$ cat src/rtl/tt_um_jimktrains_vslc_mtimer.sv
// Multi-mode VSLC timer: astable, on-delay, off-delay and pulse modes
// with a tick prescaler. q/enabled/done feed back into the logic engine.
module tt_um_jimktrains_vslc_mtimer #(
  parameter int WIDTH   = 16,
  parameter int PRESC_W = 8
) (
  input  logic               clk,
  input  logic               rst_n,
  input  logic [1:0]         mode,
  input  logic [PRESC_W-1:0] prescale,
  input  logic [WIDTH-1:0]   period_a,
  input  logic [WIDTH-1:0]   period_b,
  input  logic               trig,
  input  logic               clear,
  output logic               q,
  output logic               enabled,
  output logic [WIDTH-1:0]   count,
  output logic               done
);

  typedef enum logic [1:0] {
    IDLE, RUN_A, RUN_B, HOLD
  } state_t;

  typedef enum logic [1:0] {
    M_AST, M_TON, M_TOF, M_TP
  } mode_t;

  state_t             r_state;
  state_t             w_state_n;
  logic [1:0]         r_mode;
  logic [1:0]         w_mode_n;
  logic [1:0]         w_md;
  logic               r_q;
  logic               w_q_n;
  logic               r_done;
  logic               w_done_n;
  logic [WIDTH-1:0]   r_count;
  logic [WIDTH-1:0]   w_count_n;
  logic [WIDTH-1:0]   r_per;
  logic [WIDTH-1:0]   w_per_n;
  logic [PRESC_W-1:0] r_presc;
  logic [PRESC_W-1:0] w_presc_n;
  logic               r_trig_prev;
  logic               r_clear_prev;

  logic               w_trig_rise;
  logic               w_clr_rise;
  logic               w_run;
  logic               w_tick;
  logic               w_last;
  logic [WIDTH:0]     w_cnt_x;
  logic               w_pa_z;
  logic               w_pb_z;
  logic               w_st_a;
  logic               w_st_b;
  logic               w_go_idle;
  logic               w_go_hold;
  logic               w_ast_a;

  assign w_trig_rise = trig & ~r_trig_prev;
  assign w_clr_rise  = clear & ~r_clear_prev;
  assign w_run  = (r_state == RUN_A) ||
                  (r_state == RUN_B);
  assign w_tick = w_run &&
                  (r_presc == prescale);
  assign w_cnt_x = {1'b0, r_count} +
                   {{WIDTH{1'b0}}, 1'b1};
  // A latched period of 0 never matches, so such an interval never ends here
  assign w_last = w_tick &&
                  (w_cnt_x == {1'b0, r_per});
  assign w_pa_z = (period_a == '0);
  assign w_pb_z = (period_b == '0);
  // After an A phase: skip an empty B phase unless A is empty as well
  assign w_ast_a = w_pb_z & ~w_pa_z;

  always_comb begin
    w_state_n = r_state;
    w_mode_n  = r_mode;
    w_q_n     = r_q;
    w_done_n  = 1'b0;
    w_count_n = r_count;
    w_presc_n = r_presc;
    w_per_n   = r_per;
    w_st_a    = 1'b0;
    w_st_b    = 1'b0;
    w_go_idle = 1'b0;
    w_go_hold = 1'b0;
    w_md      = (r_state == IDLE) ? mode : r_mode;
    if (r_state == IDLE) w_mode_n = mode;
    if (w_run) begin
      w_presc_n = w_tick ? '0 :
                  r_presc + PRESC_W'(1);
      if (w_tick) w_count_n = r_count + WIDTH'(1);
    end
    if (w_clr_rise) begin
      w_go_idle = 1'b1;
      w_q_n     = 1'b0;
    end else begin
      unique case (1'b1)
        (w_md == M_AST): begin
          if ((r_state == IDLE && w_trig_rise) ||
              (r_state == RUN_B && w_last)) begin
            w_done_n = (r_state == RUN_B) | w_pa_z;
            w_st_a   = ~w_pa_z;
            w_st_b   = w_pa_z;
            w_q_n    = ~w_pa_z;
          end else if (r_state == RUN_A && w_last) begin
            w_done_n = 1'b1;
            w_st_a   = w_ast_a;
            w_st_b   = ~w_ast_a;
            w_q_n    = w_ast_a;
          end
        end
        (w_md == M_TON): begin
          if (!trig) begin
            w_go_idle = 1'b1;
            w_q_n     = 1'b0;
          end else if (r_state == IDLE) begin
            w_go_hold = w_pa_z;
            w_st_a    = ~w_pa_z;
            w_q_n     = w_pa_z;
            w_done_n  = w_pa_z;
          end else if (r_state == RUN_A && w_last) begin
            w_go_hold = 1'b1;
            w_q_n     = 1'b1;
            w_done_n  = 1'b1;
          end
        end
        (w_md == M_TOF): begin
          if (trig) begin
            w_go_hold = 1'b1;
            w_q_n     = 1'b1;
          end else if (r_state == HOLD) begin
            w_go_idle = w_pa_z;
            w_st_a    = ~w_pa_z;
            w_q_n     = ~w_pa_z;
            w_done_n  = w_pa_z;
          end else if (r_state == RUN_A && w_last) begin
            w_go_idle = 1'b1;
            w_q_n     = 1'b0;
            w_done_n  = 1'b1;
          end
        end
        (w_md == M_TP): begin
          if (r_state == IDLE && w_trig_rise) begin
            w_st_a   = ~w_pa_z;
            w_q_n    = ~w_pa_z;
            w_done_n = w_pa_z;
          end else if (r_state == RUN_A && w_last) begin
            w_go_idle = 1'b1;
            w_q_n     = 1'b0;
            w_done_n  = 1'b1;
          end
        end
        default: ;
      endcase
    end
    unique case (1'b1)
      w_st_a: begin
        w_state_n = RUN_A;
        w_per_n   = period_a;
        w_count_n = '0;
        w_presc_n = '0;
      end
      w_st_b: begin
        w_state_n = RUN_B;
        w_per_n   = period_b;
        w_count_n = '0;
        w_presc_n = '0;
      end
      w_go_idle: begin
        w_state_n = IDLE;
        w_count_n = '0;
        w_presc_n = '0;
      end
      w_go_hold: begin
        w_state_n = HOLD;
        w_count_n = '0;
        w_presc_n = '0;
      end
      default: ;
    endcase
  end

  always_ff @(posedge clk or negedge rst_n) begin
    if (!rst_n) begin
      r_state      <= IDLE;
      r_mode       <= '0;
      r_q          <= 1'b0;
      r_done       <= 1'b0;
      r_count      <= '0;
      r_per        <= '0;
      r_presc      <= '0;
      r_trig_prev  <= 1'b0;
      r_clear_prev <= 1'b0;
    end else begin
      r_state      <= w_state_n;
      r_mode       <= w_mode_n;
      r_q          <= w_q_n;
      r_done       <= w_done_n;
      r_count      <= w_count_n;
      r_per        <= w_per_n;
      r_presc      <= w_presc_n;
      r_trig_prev  <= trig;
      r_clear_prev <= clear;
    end
  end

  assign q       = r_q;
  assign enabled = (r_state != IDLE);
  assign count   = r_count;
  assign done    = r_done;

endmodule
$ cat config.mk
export PLATFORM = sky130hd
export DESIGN_NAME = tt_um_jimktrains_vslc_mtimer
export DESIGN_NICKNAME = d
export VERILOG_FILES = /design/src/rtl/tt_um_jimktrains_vslc_mtimer.sv
export SDC_FILE = /design/constraint.sdc
export NUM_CORES = 1
export LEC_CHECK = 0
export CORE_MARGIN = 2
export CORE_UTILIZATION = 35
export DETAILED_ROUTE_END_ITERATION = 8
export PLACE_DENSITY = 0.62
export SYNTH_ARGS = -nofsm -noshare
export SYNTH_HDL_FRONTEND = slang
export SYNTH_SLANG_ARGS = --single-unit
$ cat constraint.sdc
create_clock -name clk -period 3.9 [get_ports clk]
set_clock_uncertainty 0.2 [all_clocks]
set_input_delay 0.585 -clock clk [delete_from_list [all_inputs] [get_ports clk]]
set_output_delay 0.585 -clock clk [all_outputs]
set_load 0.03 [all_outputs]
* Word level (Yosys, flattened, before mapping)
Index checks and enable logic that the tools add are counted.
** Storage, ports and cells
- Register bits :: 48
- Latch bits :: 0
- RAM bits :: 0
- Memory bits (read-only) :: 0
- Bits of input ports :: 46
- Output and inout port bits :: 19
- Logic and storage cells :: 99
- Memories :: 0
** Operators by class
- Add/subtract/negate cells :: 3
- Multipliers :: 0
- Div/mod/pow operators :: 0
- Order comparisons :: 0
- Equal/unequal tests :: 10
- Shift-type cells :: 0
- Mux-type cells :: 49
- Bitwise gates (word level) :: 8
- Reduce and logical (&&, ||, !) cells :: 20
** Operators by type and width (number)
- 16-bit two-way mux :: 3
- 1-bit two-way mux :: 35
- 16-bit zero test :: 2
- 16-bit case mux with 2 select lines :: 1
- 8-bit two-way mux :: 3
- 16-bit by 1-bit adder with 17-bit output, second input constant :: 1
- 17-bit by 16-bit == test with 1-bit output :: 1
- 16-bit by 1-bit adder with 16-bit output, second input constant :: 1
- 1-bit case mux with 4 select lines :: 3
- 8-bit by 1-bit adder with 8-bit output, second input constant :: 1
- 2-bit == test, second input constant :: 4
- 8-bit == test :: 1
- 2-bit case mux with 4 select lines :: 1
- 2-bit nonzero test :: 4
- 1-bit logical AND :: 5
- 5-bit != test, second input constant :: 1
- 5-bit nonzero test :: 1
- 2-bit by 1-bit == test with 1-bit output, second input constant :: 2
- 2-bit zero test :: 2
- 4-bit by 2-bit != test with 1-bit output, second input constant :: 1
- 1-bit inverter :: 4
- 4-bit nonzero test :: 1
- 4-bit OR reduction :: 1
- 1-bit AND :: 3
- other kinds (7) :: 8

* Logic depth before layout (Yosys ltp)
Gate-level depths: netlist of the first run.
- Depth in word-level cells :: 13
- Depth in mapped cells :: 15
- Mapped depth without buffers :: 12

* Least setup slack after synthesis of the first run
Ideal clock, no wire load.
- Path kind :: register -> register
- Start point :: reg r_count[0], in the netlist count[0]
- End point :: reg r_count[5], in the netlist count[5]
- Library setup time :: 119 ps
- Arrival :: 3178 ps
- Data required time :: 3581 ps
- Path slack :: 402 ps
- Cell stages (with the launch flop) :: 12
- Path buffers :: 2
- Cells stage by stage :: dfrtp_1 > ha_1 > and2_1 > buf_2 > a21oi_1 > nand3b_1 > or4_4 > or3_4 > o41a_1 > o211ai_4 > buf_6 > nor2_2
** Between the ends
- Word-level cells in the longest chain between the ends :: 12
** RTL lines
- from (decl) :: line 38 : logic [WIDTH-1:0] r_count;
- from (signal assigned) :: line 202 : r_count <= w_count_n;
- 16-bit by 1-bit adder with 17-bit output :: line 67 : assign w_cnt_x = {1'b0, r_count} +
- 17-bit by 16-bit == test with 1-bit output :: line 71 : (w_cnt_x == {1'b0, r_per});
- 1-bit logical AND :: line 70 : assign w_last = w_tick &&
- 1-bit logical AND
- 1-bit two-way mux :: line 124, 139, 150
- 1-bit two-way mux, on equally long branches :: line 134, 119
- 1-bit two-way mux, on equally long branches :: line 131, 116
- 1-bit case mux with 3 select lines / 1-bit case mux with 2 select lines (equally long branches) :: line 100 : unique case (1'b1)
- 1-bit two-way mux :: line 96 : if (w_clr_rise) begin
- 4-bit OR reduction (no line)
- 2-bit nonzero test (no line)
- 2-bit AND reduction (no line)
Several ways; a longest one is shown, not always the timed one. The select of a mux whose other input is x is not followed.
A chain may end at the register's enable or synchronous reset.

* Worst setup path after layout of the first run
- Start point :: reg r_count[1], in the netlist count[1]
- End point :: reg r_per[11]
** Between the ends
- Word-level cells in the longest chain between the ends :: 9
** RTL lines
- 16-bit by 1-bit adder with 17-bit output (*) :: line 67
- 17-bit by 16-bit == test with 1-bit output (*) :: line 71
- 1-bit logical AND (*) :: line 70
- 1-bit logical AND, on equally long branches :: line 108, 103
- 1-bit two-way mux / 1-bit logical OR (equally long branches) :: line 108, 102
- 1-bit two-way mux :: line 102 : if ((r_state == IDLE && w_trig_rise) ||
- 1-bit case mux with 4 select lines / 1-bit two-way mux (equally long branches) :: line 100
- 1-bit two-way mux :: line 96
- 16-bit case mux with 2 select lines / 2-bit nonzero test (equally long branches)
- to (signal assigned) :: line 203 : r_per <= w_per_n;
- to (decl) :: line 40 : logic [WIDTH-1:0] r_per;
Every way passes the cells marked *; elsewhere a longest branch is shown, timed or not.

==> results of run 1 <==
-- through the flow --
stage	setup TNS (ns)	std cells	utilization (%)
detailed placement	0	608	42.86
finish	0	616	43.86
CTS	0	616	43.78
global route	-0.2143	616	43.86
global placement	0	608	42.86
floorplan	0	426	-
-- timing repair --
item                       in CTS  in global routing
setup buffers                   0                  0
setup endpoints to repair       0                 18
resized for setup               0                  2
-- final cells by class --
cell class,count,area (sq um),share of cell area (%)
clock buffer,5,68.82,1.541
tap,136,170.2,3.810
multi-input combinational,340,2245,50.25
clock inverter,3,25.02,0.5602
sequential,48,1201,26.89
inverter,11,41.29,0.9244
timing repair buffer,73,715.7,16.02
-- report_power, final --
group	internal, mW	switching (mW)	total, mW	leakage [nW]
clock network	0.131	0.196	0.327	0.0452
logic	0.392	0.555	0.948	1.04
registers	0.610	0.126	0.736	0.611
-- final timing paths --
kind / slack (ns) / depth (start not counted) / end / from
setup / recovery: 0.29 / 10 / r_per[11] / count[1]
hold / removal: 0.28 / 1 / count[9] / rst_n
setup reg to reg: 0.29 / 10 / r_per[11] / count[1]
hold reg to reg: 0.35 / 1 / r_mode[1] / r_mode[1]
max in group asynchronous: 2.56 / 1 / r_mode[0] / rst_n
min in group clk: 0.35 / 1 / r_mode[1] / r_mode[1]
-- sequential cells by signal, indices dropped and copies added (netlist names) --
signal / count
count: 16
done: 1
q: 1
r_clear_prev: 1
r_mode: 2
r_per: 16
r_presc: 8
r_state: 2
r_trig_prev: 1
-- routing by layer --
metal / global-route usage [%] / share of wire [%]
met1: 25.85 / 47
met2: 30.28 / 47
met3: 2.845 / 5.0
met4: 3.665 / 0.99
met5: 0 / 0
-- layout by cell type (no fill, tap or decap), drive strengths merged, types with 12 or more instances in the layout --
cell type      count
dfrtp             48
nor2              51
clkdlybuf4s50     63
xnor2             19
nand3             15
a31oi             22
nor4              12
nand2             27
inv               13
o21ai             34
a21oi             34
xor2              20
-- cells by family (layout without fill, tap and decap cells) --
family / after synthesis / count (layout) / share of synthesized area, %
buf+inv: 38 / 92 / 5.143
mux: 6 / 6 / 1.760
simple gates: 165 / 165 / 25.99
compound gates: 120 / 120 / 21.09
xor+xnor: 39 / 39 / 9.424
fa+ha+maj: 10 / 10 / 3.452
flops: 48 / 48 / 33.14
-- critical path: stages, from the launching register on --
cell and delay, ns:
dfrtp_1 0.43, ha_1 0.29, and2_1 0.33, nand4_1 0.18
or4_1 0.42, a2111oi_1 0.51, nand3_1 0.25, o31a_1 0.37
buf_4 0.21, a31oi_1 0.23, a21oi_1 0.09
==> flow_summary.ini, run 1 <==
[status]
status = finished clean

[place]
portBuffers = 64
pre_cts_ws_ns = 0.1282
place_hpwl_mm = 7.440
gp_congestion = 0.8692
placedInstanceArea_sq_um = 4365

[synth]
synth_edf_count = 0
yosysWarningCount = 0
ys_top_cells_by_count = dfrtp_1 (48), a21oi_1 (34), o21ai_0 (33), nor2_1 (31), nand2_1 (27)
synth_nets = 482
ys_types = 57
synth-seq-cells = 48
netlist_area_sq_um = 3625
yosys.cell_count.top_type = dfrtp_1
syn_avg_cell_area_sq_um = 8.509
synth_top_cell_by_area = dfrtp_1
ys_top_cells_by_area = dfrtp_1 (33%), xor2_1 (4.8%), a21oi_1 (4.7%)
postSynth.asyncResetShare_pct = 100.0
synth.top_cell.area_share_pct = 33.14
yosysSeqAreaShare_pct = 33.14
synthFlopType = dfrtp_1
synth_cells = 426

[sta]
finalWorstSetupSlack_ns = 0.2917
holdWs_ns = 0.2788
post-route-min-period_ns = 3.608
slew_headroom_pct = 27.08
hold_viol = 0
max_freq_mhz = 277.1
setup_viol = 0
period_share_pct = 92.52
slew_viol_final = 0
worst_slew_pin_slew_ns = 1.094

[setup_path]
start_kind = flip-flop
path_max_fanout = 17
cp-end-kind = flip-flop
cp.required_ns = 3.90
critical_path_class = reg -> reg
worstPathArrival_ns = 3.61

[floorplanning]
initial_core_util_pct = 35.59
die_area_sq_um = 11190
die_y_microns = 105.8
num_rows = 37
core_sq_um = 10180
die_w_microns = 105.8
num_io_pins = 65

[layout]
layout.nets = 535
drive_gt1_share_pct = 11.25
fillers = 1006
stdcell_area_sq_um = 4467
antennaDiodeCount = 0
area_growth_pct = 23.23

[hold_path]
hold_path_class = in -> async

[global_routing]
grt_antenna_before_repair = 0
grt_use_total_pct = 18.46
grt_max_degree = 49
grt_pass1_wl_mm = 16.75
gr-total-overflow = 0
grt_pass1_vias = 3333

[cts]
cts.sinks = 48
cts_root_buf = clkbuf_8
cts_made_buffers = 5
cts_buffer_depth = 2
clk_pin_slew_ns = 0.10
clk_latency_ns = 0.31
holdBufCountCts = 0
h-tree-depth = 2
cts_tree = built

[detailed_routing]
num_vias = 3445
drtIter0Drc = 234
drc = 0
ant_nets = 0
drt-wirelength-per-cell_microns = 16.28
drt_wl_total_mm = 10.03
drt-vias-per-instance = 5.593
first_pass_iters = 5

[pwr]
p_per_area_nw_per_um2 = 450.2
finalPower_mw = 2.011
leakage_nw = 1.697
irDropWorstVdd_mv = 0.1781

[job]
cap_violations = 0
(Power assumes the default switching activity.)
==> run 2, diff against run 1 <==
--- a/config.mk
+++ b/config.mk
@@ -9,6 +9,7 @@
 export CORE_UTILIZATION = 35
 export DETAILED_ROUTE_END_ITERATION = 8
 export PLACE_DENSITY = 0.62
+export SETUP_SLACK_MARGIN = 0.02
 export SYNTH_ARGS = -nofsm -noshare
 export SYNTH_HDL_FRONTEND = slang
 export SYNTH_SLANG_ARGS = --single-unit
==> results of run 2 <==
The final DEF is identical to that of run 1; final timing and power are the same.
==> run 3, diff against run 2 <==
==> constraint.sdc (replaced) <==
create_clock -name clk -period 3.8 [get_ports clk]
set_clock_uncertainty 0.2 [all_clocks]
set_input_delay 0.57 -clock clk [delete_from_list [all_inputs] [get_ports clk]]
set_output_delay 0.57 -clock clk [all_outputs]
set_load 0.03 [all_outputs]
==> flow_summary.ini, run 3 (synthesis gave the netlist of run 1 again) <==
[pwr]
p_per_area_nw_per_um2 = 482.3
power_frac_comb_pct = 44.5
leakage_nw = 1.739
swShare_pct = 40.61
p_switching_mw = 0.8890
irDropWorstVdd_mv = 0.2257
finalPower_mw = 2.189
p_int_mw = 1.300
p_seq_share_pct = 34.6
clkPwrFrac_pct = 20.9

[cts]
cts_made_buffers = 5
cts_buffer_depth = 2
cts.sinks = 48
cts_root_buf = clkbuf_8
cts_tree = built
clk_pin_slew_ns = 0.11
clk_latency_ns = 0.31
h-tree-depth = 2

[setup_path]
path_cells = ha_1 -> and2_1 -> a21oi_1 -> nand3b_1 -> or4_4 -> or3_4 -> o41a_1 -> o211ai_4 -> buf_12 -> a21oi_1
cp-startpoint = count[1]
worstPathArrival_ns = 3.61
start_kind = flip-flop
cp.required_ns = 3.79
r2r_start = count[1]
path_common_cell = a21oi_1
slowest_stage = or4_4
path_buf_inv = 1
cp_top_family = simple AND/OR/NAND/NOR gates
cp_slowest_stage_delay_ns = 0.53
path_max_fanout = 24
critical_path_class = reg -> reg
cp-end-kind = flip-flop

[status]
status = finished clean

[global_routing]
grt_max_degree = 49
grt_pass1_vias = 3342
grt_antenna_before_repair = 0
gr-total-overflow = 0
grt_pass1_wl_mm = 16.78
grt_use_total_pct = 18.43

[layout]
final_common_cell = clkdlybuf4s50_1
antennaDiodeCount = 0
mostFrequentLayoutCells = clkdlybuf4s50_1 (63), dfrtp_1 (48), a21oi_1 (34)
final_cells = 620
fillers = 1008
area_growth_pct = 25.23
layout.nets = 539
drive_gt1_share_pct = 11.98

[sta]
setup_tns_ns = 0
setup_viol = 0
worst_slew_pin_slew_ns = 1.085
post-route-min-period_ns = 3.620
hold_viol = 0
slew_viol_final = 0
period_share_pct = 95.25
rsz0062_at_grt = false
slew_headroom_pct = 27.64
max_freq_mhz = 276.3
finalWorstSetupSlack_ns = 0.1804

[floorplanning]
die_area_sq_um = 11190
initial_core_util_pct = 35.59
num_rows = 37
num_io_pins = 65
die_y_microns = 105.8
die_w_microns = 105.8
core_sq_um = 10180

[job]
cap_violations = 0

[place]
portBuffers = 64
dp.cells = 612
pre_cts_ws_ns = 0.08999
gp_congestion = 0.9050
place_hpwl_mm = 7.534

[detailed_routing]
first_pass_iters = 5
drt_wl_total_mm = 10.07
drt-vias-per-instance = 5.490
ant_nets = 0
num_vias = 3404
drt-wirelength-per-cell_microns = 16.24
drc = 0
drtIter0Drc = 202

[hold_path]
hold_path_class = in -> async
run 3: area by class of cell:
type,count,area (sq um),area share (%)
clock buffers,5,68.82,1.516
flip-flops and latches,48,1201,26.46
clock inverters,3,68.82,1.516
repair buffers,77,745.7,16.43
multi-input cells,340,2243,49.42
well taps,136,170.2,3.749
inverters,11,41.29,0.9096
run 3: worst register-to-register path: stages (launching register included):
cell and delay [ns]:
dfrtp_1 0.46, ha_1 0.32, and2_1 0.33, a21oi_1 0.11, nand3b_1 0.17, or4_4 0.53
or3_4 0.43, o41a_1 0.45, o211ai_4 0.20, buf_12 0.22, a21oi_1 0.08
run 3: final timing paths:
kind                              endpoint  slack (ns)  cells past startpoint
max in group asynchronous                q        2.48                      1
worst min-delay path             count[13]        0.26                      1
min in group clk                 r_mode[1]        0.35                      1
worst max register to register  r_presc[1]        0.18                     10
worst max-delay path            r_presc[1]        0.18                     10
worst min register to register   r_mode[1]        0.35                      1
run 3: repair_timing:
| action | in CTS | in global routing |
|---|---|---|
| setup endpoints to repair | 0 | 43 |
| buffers inserted | 0 | 0 |
| resized for setup | 0 | 2 |
| hold buffers | 0 | 0 |
run 3: per-stage QoR:
stage,area (sq um),hold WS (ns),util (%)
2_1_floorplan,3625,0.07441,-
5_1_grt,4539,0.3618,44.57
4_1_cts,4533,0.2966,44.51
3_3_place_gp,4395,0.3210,43.16
3_5_place_dp,4395,0.3332,43.16
6_report,4539,0.2602,44.57
run 3: power groups by stage:
stage / combinational (mW) / sequential (mW) / clock, mW
after floorplan: 0.712 / 0.721 / 0
after global placement: 0.948 / 0.758 / 0
after CTS: 0.970 / 0.752 / 0.470
after detailed placement: 0.963 / 0.763 / 0
after global routing: 1.08 / 0.768 / 0.488
final: 0.974 / 0.757 / 0.458
run 3: layer usage:
layer	vias up	global-route usage (%)	wire, microns
met5	-	0	0
met1	1611	26.14	4802
met4	0	4.417	85
met3	6	2.041	440
li1	1668	-	-
met2	119	30.09	4743
